--- config.mk ---
export PLATFORM = sky130hd
export DESIGN_NAME = exc_ctrl
export DESIGN_NICKNAME = d
export VERILOG_FILES = /design/src/rtl/exc_ctrl_pkg.sv /design/src/rtl/exc_ctrl_timer.sv /design/src/rtl/exc_ctrl.sv
export SDC_FILE = /design/constraint.sdc
export NUM_CORES = 1
export LEC_CHECK = 0
export BUFFER_PORTS_ARGS = -buffer_cell sky130_fd_sc_hd__buf_4
export CAP_MARGIN = 20
export CELL_PAD_IN_SITES_DETAIL_PLACEMENT = 1
export CELL_PAD_IN_SITES_GLOBAL_PLACEMENT = 1
export CORE_ASPECT_RATIO = 1.4
export CORE_MARGIN = 10
export CORE_UTILIZATION = 38
export DETAILED_ROUTE_END_ITERATION = 7
export PLACE_DENSITY = 0.84
export SETUP_SLACK_MARGIN = 0.15
export SYNTH_ARGS = -nofsm -noshare
export SYNTH_HDL_FRONTEND = slang
export SYNTH_SLANG_ARGS = --single-unit
export TNS_END_PERCENT = 100
--- constraint.sdc ---
create_clock -name clk -period 2.7 [get_ports clk]
set_input_delay 0 -clock clk [delete_from_list [all_inputs] [get_ports clk]]
set_output_delay 0 -clock clk [all_outputs]
set_load 0.02 [all_outputs]
--- src/rtl/exc_ctrl_pkg.sv ---
// Shared definitions for the exception controller.
// Holds the ExcCode values, the CP0 register numbers, the Status/Cause bit positions,
// the flush FSM state type and a small helper for address-error codes.
package exc_ctrl_pkg;

  // ExcCode values
  localparam logic [4:0] EXC_INT  = 5'd0;
  localparam logic [4:0] EXC_ADEL = 5'd4;
  localparam logic [4:0] EXC_ADES = 5'd5;
  localparam logic [4:0] EXC_SYS  = 5'd8;
  localparam logic [4:0] EXC_BP   = 5'd9;
  localparam logic [4:0] EXC_RI   = 5'd10;
  localparam logic [4:0] EXC_OV   = 5'd12;

  // CP0 register numbers
  localparam logic [4:0] CP0_BADVADDR = 5'd8;
  localparam logic [4:0] CP0_COUNT    = 5'd9;
  localparam logic [4:0] CP0_COMPARE  = 5'd11;
  localparam logic [4:0] CP0_STATUS   = 5'd12;
  localparam logic [4:0] CP0_CAUSE    = 5'd13;
  localparam logic [4:0] CP0_EPC      = 5'd14;

  // Status / Cause bit positions
  localparam int unsigned STATUS_IE    = 0;
  localparam int unsigned STATUS_EXL   = 1;
  localparam int unsigned STATUS_IM_LO = 8;
  localparam int unsigned STATUS_BEV   = 22;
  localparam int unsigned CAUSE_EXC_LO = 2;
  localparam int unsigned CAUSE_IP_LO  = 8;
  localparam int unsigned CAUSE_BD     = 31;

  typedef enum logic [1:0] {
    StRun,
    StFlushExc,
    StFlushEret
  } exc_state_e;

  // Only address errors latch BadVAddr.
  function automatic logic is_addr_exc(input logic [4:0] code);
    return (code == EXC_ADEL) || (code == EXC_ADES);
  endfunction

endpackage

--- src/rtl/exc_ctrl_timer.sv ---
// CP0 Count/Compare timer.
// Ports: clk, reset (async active-low), count_we/compare_we/wdata (mtc0 write ports),
// count, compare (current values), timer_irq (set on Count==Compare after an increment,
// held until Compare is written).
module cp0_timer #(
  parameter int unsigned COUNT_DIV = 2
) (
  input  logic        clk,
  input  logic        reset,
  input  logic        count_we,
  input  logic        compare_we,
  input  logic [31:0] wdata,
  output logic [31:0] count,
  output logic [31:0] compare,
  output logic        timer_irq
);

  localparam int unsigned DW = (COUNT_DIV > 1) ? $clog2(COUNT_DIV) : 1;

  logic [DW-1:0] div_q, div_d;
  logic [31:0]   count_q, count_d, compare_q, compare_d;
  logic          irq_q, irq_d;
  logic          tick;

  assign tick = (div_q == DW'(COUNT_DIV - 1));

  always_comb begin
    div_d     = div_q;
    count_d   = count_q;
    compare_d = compare_q;
    irq_d     = irq_q;
    if (count_we) begin
      count_d = wdata;
      div_d   = '0;
    end else if (tick) begin
      div_d   = '0;
      count_d = count_q + 32'd1;
      if (count_d == compare_q) irq_d = 1'b1;
    end else begin
      div_d = div_q + DW'(1);
    end
    // A Compare write acknowledges the timer, even against a same-cycle match.
    if (compare_we) begin
      compare_d = wdata;
      irq_d     = 1'b0;
    end
  end

  always_ff @(posedge clk or negedge reset) begin
    if (!reset) begin
      div_q     <= '0;
      count_q   <= '0;
      compare_q <= '0;
      irq_q     <= 1'b0;
    end else begin
      div_q     <= div_d;
      count_q   <= count_d;
      compare_q <= compare_d;
      irq_q     <= irq_d;
    end
  end

  assign count     = count_q;
  assign compare   = compare_q;
  assign timer_irq = irq_q;

endmodule

--- src/rtl/exc_ctrl.sv ---
// Exception/interrupt controller committing at the M stage.
// Ports: clk, reset (async active-low); M-stage inputs m_valid, stall_M, exc_code_M, pc_M,
// bd_M, badvaddr_M, eret_M; hw_int (level interrupts); cp0_we/cp0_addr/cp0_wdata (mtc0);
// cp0_rdata (combinational mfc0 read); req/target_pc (registered one-cycle flush and
// redirect); epc_out (current EPC).
module exc_ctrl
  import exc_ctrl_pkg::*;
#(
  parameter logic [31:0] EXC_VECTOR = 32'hBFC0_0380,
  parameter int unsigned COUNT_DIV  = 2
) (
  input  logic        clk,
  input  logic        reset,
  input  logic        m_valid,
  input  logic        stall_M,
  input  logic [4:0]  exc_code_M,
  input  logic [31:0] pc_M,
  input  logic        bd_M,
  input  logic [31:0] badvaddr_M,
  input  logic        eret_M,
  input  logic [5:0]  hw_int,
  input  logic        cp0_we,
  input  logic [4:0]  cp0_addr,
  input  logic [31:0] cp0_wdata,
  output logic [31:0] cp0_rdata,
  output logic        req,
  output logic [31:0] target_pc,
  output logic [31:0] epc_out
);

  exc_state_e  state_q;
  logic        req_q;
  logic [31:0] target_pc_q;

  logic [7:0]  status_im_q;
  logic        status_exl_q, status_ie_q;
  logic        cause_bd_q;
  logic [5:0]  cause_ip_hw_q;
  logic [1:0]  cause_ip_sw_q;
  logic [4:0]  cause_exc_q;
  logic [31:0] epc_q, badvaddr_q;

  logic [31:0] count, compare;
  logic        timer_irq;
  logic        unused_hw_int5;

  logic        take, int_pend, take_int, take_exc, take_eret, entry, wr_en;
  logic [4:0]  entry_code;
  logic [31:0] status_word, cause_word;

  assign unused_hw_int5 = hw_int[5];

  // Only RUN can commit; M-stage inputs during a flush are wrong-path.
  assign take       = m_valid & ~stall_M & (state_q == StRun);
  assign int_pend   = status_ie_q & ~status_exl_q &
                      (|({cause_ip_hw_q, cause_ip_sw_q} & status_im_q));
  assign take_int   = take & int_pend;
  assign take_exc   = take & ~int_pend & (exc_code_M != EXC_INT);
  assign take_eret  = take & ~int_pend & (exc_code_M == EXC_INT) & eret_M;
  assign entry      = take_int | take_exc;
  assign wr_en      = take & cp0_we & ~int_pend & (exc_code_M == EXC_INT) & ~eret_M;
  assign entry_code = take_int ? EXC_INT : exc_code_M;

  cp0_timer #(
    .COUNT_DIV(COUNT_DIV)
  ) u_timer (
    .clk       (clk),
    .reset     (reset),
    .count_we  (wr_en && (cp0_addr == CP0_COUNT)),
    .compare_we(wr_en && (cp0_addr == CP0_COMPARE)),
    .wdata     (cp0_wdata),
    .count     (count),
    .compare   (compare),
    .timer_irq (timer_irq)
  );

  always_ff @(posedge clk or negedge reset) begin
    if (!reset) begin
      status_im_q   <= '0;
      status_exl_q  <= 1'b0;
      status_ie_q   <= 1'b0;
      cause_bd_q    <= 1'b0;
      cause_ip_hw_q <= '0;
      cause_ip_sw_q <= '0;
      cause_exc_q   <= '0;
      epc_q         <= '0;
      badvaddr_q    <= '0;
    end else begin
      cause_ip_hw_q <= {timer_irq, hw_int[4:0]};
      if (entry) begin
        cause_exc_q  <= entry_code;
        // Nested exceptions keep the original return point.
        if (!status_exl_q) begin
          epc_q      <= bd_M ? (pc_M - 32'd4) : pc_M;
          cause_bd_q <= bd_M;
        end
        status_exl_q <= 1'b1;
        if (take_exc && is_addr_exc(exc_code_M)) badvaddr_q <= badvaddr_M;
      end else if (take_eret) begin
        status_exl_q <= 1'b0;
      end else if (wr_en) begin
        case (cp0_addr)
          CP0_STATUS: begin
            status_im_q  <= cp0_wdata[STATUS_IM_LO +: 8];
            status_exl_q <= cp0_wdata[STATUS_EXL];
            status_ie_q  <= cp0_wdata[STATUS_IE];
          end
          CP0_CAUSE: cause_ip_sw_q <= cp0_wdata[CAUSE_IP_LO +: 2];
          CP0_EPC:   epc_q         <= cp0_wdata;
          default: ;
        endcase
      end
    end
  end

  always_ff @(posedge clk or negedge reset) begin
    if (!reset) begin
      state_q     <= StRun;
      req_q       <= 1'b0;
      target_pc_q <= '0;
    end else begin
      case (state_q)
        StRun: begin
          if (entry) begin
            state_q     <= StFlushExc;
            req_q       <= 1'b1;
            target_pc_q <= EXC_VECTOR;
          end else if (take_eret) begin
            state_q     <= StFlushEret;
            req_q       <= 1'b1;
            target_pc_q <= epc_q;
          end
        end
        default: begin
          state_q <= StRun;
          req_q   <= 1'b0;
        end
      endcase
    end
  end

  always_comb begin
    status_word = '0;
    status_word[STATUS_BEV]          = 1'b1;
    status_word[STATUS_IM_LO +: 8]   = status_im_q;
    status_word[STATUS_EXL]          = status_exl_q;
    status_word[STATUS_IE]           = status_ie_q;
    cause_word = '0;
    cause_word[CAUSE_BD]             = cause_bd_q;
    cause_word[CAUSE_IP_LO +: 8]     = {cause_ip_hw_q, cause_ip_sw_q};
    cause_word[CAUSE_EXC_LO +: 5]    = cause_exc_q;
    case (cp0_addr)
      CP0_BADVADDR: cp0_rdata = badvaddr_q;
      CP0_COUNT:    cp0_rdata = count;
      CP0_COMPARE:  cp0_rdata = compare;
      CP0_STATUS:   cp0_rdata = status_word;
      CP0_CAUSE:    cp0_rdata = cause_word;
      CP0_EPC:      cp0_rdata = epc_q;
      default:      cp0_rdata = '0;
    endcase
  end

  assign req       = req_q;
  assign target_pc = target_pc_q;
  assign epc_out   = epc_q;

endmodule

==> impl_metrics.yaml <==
die:
  chip_width_um: 158.7
  fp.dieArea_um2: 33990
  dieHeight_um: 214.2
  core_area_um2: 26740
  number_of_ports_placed_on_the_die_boundary: 216
  start_util_pct: 38.28
  rows: 71
critical_path:
  critical_path_start_type: "register"
  timing.critical_path.fanout_max: 2
  worst_path_max_delay_cell: "sky130_fd_sc_hd__or4_1"
  critPathTopFamily: "simple AND/OR/NAND/NOR gates"
  worst_ep_arrival_time_ps: 3040
  critical_path_depth: 8
  internal_reg_to_reg_setup_slack_ps: 8
  data_required_critical_path_ps: 3050
  crit_path_end_kind: "register"
  worst_r2r_startpoint: "u_timer.count[0]"
  worst_r2r_endpoint: "u_timer.timer_irq"
  cp.buffers_inverters: 0
  slowest_delay_ps: 510
  critPathKind: "reg -> reg"
  crit_path_frequent_cell: "sky130_fd_sc_hd__or3_4"
  setup.worst_path.end: "u_timer.timer_irq"
  worstPathCellList: "ha_4, nand3_4, or3_4, or3_4, a2111oi_4, nand4_1, or4_1, o32ai_2"
  timing.reg2reg.worst_path_depth: 8
  critPathLaunch: "u_timer.count[0]"
sta:
  tightest_slew_ps: 555.6
  timing.final.crit_share_pct: 99.71
  timing.max_slew.rel_slack_pct: 62.67
  final_max_slew_viol_count: 0
  final_hold_viol_count: 0
  final-setup-viol-count: 0
  setup_repair_after_global_routing_missed_its_margin: "true"
  layout_min_cycle_time_ps: 2692
  timing.fmax_mhz: 371.5
  finalClockSkew_ps: 16.30
clocking:
  clock_tree.htree_level_count: 4
  tritoncts: "built"
  cts_root_buffer: "sky130_fd_sc_hd__clkbuf_16"
  cts.path.max_buffers: 2
  insertion_delay_ps: 450
  cts_sinks: 189
  cts_buffers: 17
  clk_pin_slew_worst_setup_hold_paths_ps: 70
logic_synthesis:
  synth_nets: 1164
  avgSynthCellArea_um2: 9.814
  postSynthCellCount: 1043
  synth_enable_flop_cells: 0
  post_synth_num_cell_types: 56
  yosysWarnings: 0
  synth.yosys.seq_area_share_pct: 46.20
  netlist_area_um2: 10240
  yosys_register_bits: 189
  synth-async-reset-ratio_pct: 100.0
  synth_top_flop_cell: "sky130_fd_sc_hd__dfrtp_1"
global_route:
  first_global_vias: 11100
  grt_pass1_wl_um: 69480
  grt_remaining_overflow: 0
  track_usage_pct: 26.08
  grt_antenna_before_repair: 1
  largest_net_degree_at_the_start_of_global_routing: 52
routing:
  wirelength_um: 46260
  remaining_drc_errors: 0
  total_number_of_vias: 10220
  wl_per_cell_um: 26.49
  drt_pass1_iterations: 5
  detail_route.iter0.violations: 794
  drt.antenna.violating_nets: 0
  routed_via_density: 5.851
layout:
  postLayoutCellArea_um2: 14350
  design.final.nets: 1490
  post_route_cells_drive_above_1_share_pct: 32.25
  layout-area-overhead-vs-synth_pct: 40.17
placement:
  detailed_place_hpwl_um: 31740
  port_buffers: 214
  place.gp.congestion: 0.9109
  placement.cell_area_um2: 12770
pwr:
  power_mw: 7.944
  cellPowerDensity_nw_per_um2: 553.7
  worst_vdd_ir_mv: 0.4070
  p_leak_nw: 6.547
run_status:
  status: "finished, final reports clean"
hold_path:
  hold_path.class: "in -> reg"
flow_run:
  max_cap_violations: 0
registers in the layout, summed over array words and instances, names as in the netlist:
| signal | cells |
|---|---|
| badvaddr_q | 32 |
| cause_bd_q | 1 |
| cause_exc_q | 5 |
| cause_ip_hw_q | 6 |
| cause_ip_sw_q | 2 |
| epc_out | 32 |
| req | 1 |
| state_q | 2 |
| status_exl_q | 1 |
| status_ie_q | 1 |
| status_im_q | 8 |
| target_pc | 32 |
| u_timer.compare | 32 |
| u_timer.count | 32 |
| u_timer.div_q | 1 |
| u_timer.timer_irq | 1 |
cell families after synthesis:
group | after synthesis | share of synthesized area, %
compound gates | 242 | 15.66
xor+xnor | 94 | 8.043
fa+ha+maj | 2 | 0.2444
buf+inv | 83 | 3.141
flops | 189 | 46.20
mux | 97 | 10.46
simple gates | 336 | 16.24
worst reg2reg max path, stage by stage (launching register included):
cell,delay (ps)
sky130_fd_sc_hd__dfrtp_1,400
sky130_fd_sc_hd__ha_4,170
sky130_fd_sc_hd__nand3_4,70
sky130_fd_sc_hd__or3_4,400
sky130_fd_sc_hd__or3_4,380
sky130_fd_sc_hd__a2111oi_4,280
sky130_fd_sc_hd__nand4_1,170
sky130_fd_sc_hd__or4_1,510
sky130_fd_sc_hd__o32ai_2,210
cell usage after synthesis (12+ instances only):
cell type	n	area, um2
sky130_fd_sc_hd__a22o_1	22	192.7
sky130_fd_sc_hd__nand4_1	20	125.1
sky130_fd_sc_hd__a21oi_1	64	320.3
sky130_fd_sc_hd__mux2i_1	17	170.2
sky130_fd_sc_hd__o21ai_0	54	270.3
sky130_fd_sc_hd__nor3_1	22	110.1
sky130_fd_sc_hd__nor2_1	87	326.6
sky130_fd_sc_hd__or3_1	14	87.58
sky130_fd_sc_hd__dfrtp_1	189	4730
sky130_fd_sc_hd__xor2_1	38	332.8
sky130_fd_sc_hd__nand3_1	37	185.2
sky130_fd_sc_hd__mux2_2	80	900.9
sky130_fd_sc_hd__o22a_1	12	105.1
sky130_fd_sc_hd__nand2_1	97	364.1
sky130_fd_sc_hd__xnor2_1	56	490.5
sky130_fd_sc_hd__a22oi_1	66	495.5
sky130_fd_sc_hd__clkbuf_1	60	225.2
cell usage in the layout, fill, tap and decap left out, types with 7 or more instances in the layout:
cell type and n:
sky130_fd_sc_hd__a21oi_1 64, sky130_fd_sc_hd__a22o_1 22, sky130_fd_sc_hd__a22oi_1 62, sky130_fd_sc_hd__and3_1 7, sky130_fd_sc_hd__buf_12 8, sky130_fd_sc_hd__buf_4 285
sky130_fd_sc_hd__clkbuf_16 17, sky130_fd_sc_hd__dfrtp_1 185, sky130_fd_sc_hd__dlygate4sd3_1 85, sky130_fd_sc_hd__inv_1 9, sky130_fd_sc_hd__mux2_2 80, sky130_fd_sc_hd__mux2i_1 17
sky130_fd_sc_hd__nand2_1 97, sky130_fd_sc_hd__nand2b_1 9, sky130_fd_sc_hd__nand3_1 35, sky130_fd_sc_hd__nand4_1 20, sky130_fd_sc_hd__nor2_1 83, sky130_fd_sc_hd__nor3_1 18
sky130_fd_sc_hd__nor4_1 8, sky130_fd_sc_hd__o21ai_0 50, sky130_fd_sc_hd__o22a_1 12, sky130_fd_sc_hd__or3_1 12, sky130_fd_sc_hd__xnor2_1 56, sky130_fd_sc_hd__xor2_1 38
through the flow:
stage,setup WS [ps],std cells,setup TNS [ps],util [%],hold slack [ps]
finish,7.922,1746,0,53.66,21.22
global route,-35.49,1746,-35.49,53.66,41.59
CTS,12.87,1741,0,53.20,7.308
detailed placement,-12.47,1625,-12.47,47.76,-2.782
global placement,61.92,1625,0,47.76,-2.501
floorplan,-3.810,1043,-3.810,-,-295.6
cell type report:
| cell class | count | area (um2) |
|---|---|---|
| clock buffers | 17 | 425.4 |
| flip-flops and latches | 189 | 4735 |
| well taps | 365 | 456.7 |
| clock inverters | 13 | 142.6 |
| repair buffers | 380 | 3176 |
| inverters | 10 | 37.54 |
| fillers | 2944 | 12390 |
| multi-input cells | 771 | 5373 |
| diodes | 1 | 2.502 |
layer usage:
metal  wire length [um]  part of all wire [%]  GRT usage, %  vias to the layer above
met4               2339                   5.1         14.19                        0
met1              17150                    37         28.84                     5225
met3               2518                   5.4         4.956                      137
met2              24250                    52         46.14                      444
met5                  0                     0             0                        -
li1                   -                     -             -                     4409
repair_timing:
action,in CTS,in global routing
buffers inserted,1,4
hold buffers,85,0
endpoints found under the setup margin,61,77
pin swaps,3,4
cloned,0,0
resized for setup,6,19
hold endpoints to repair,249,0
how the worst min path moves through the flow:
stage | start | to | slack (ps) | depth (start not counted)
final | pc_M[16] | epc_out[16] | 20 | 5
after CTS | pc_M[26] | epc_out[26] | 7 | 4
after global placement | reset | u_timer.compare[28] | -3 | 1
after detailed placement | reset | u_timer.compare[28] | -3 | 1
after global routing | pc_M[7] | epc_out[7] | 40 | 5
after floorplan | reset | badvaddr_q[0] | -300 | 0
where the power goes:
part | internal, mW | leakage, nW | switching [mW]
combinational | 0.850 | 3.84 | 1.04
clock | 1.36 | 0.276 | 1.20
sequential | 3.11 | 2.43 | 0.372
Note: power is estimated with default switching activity, not from simulation.
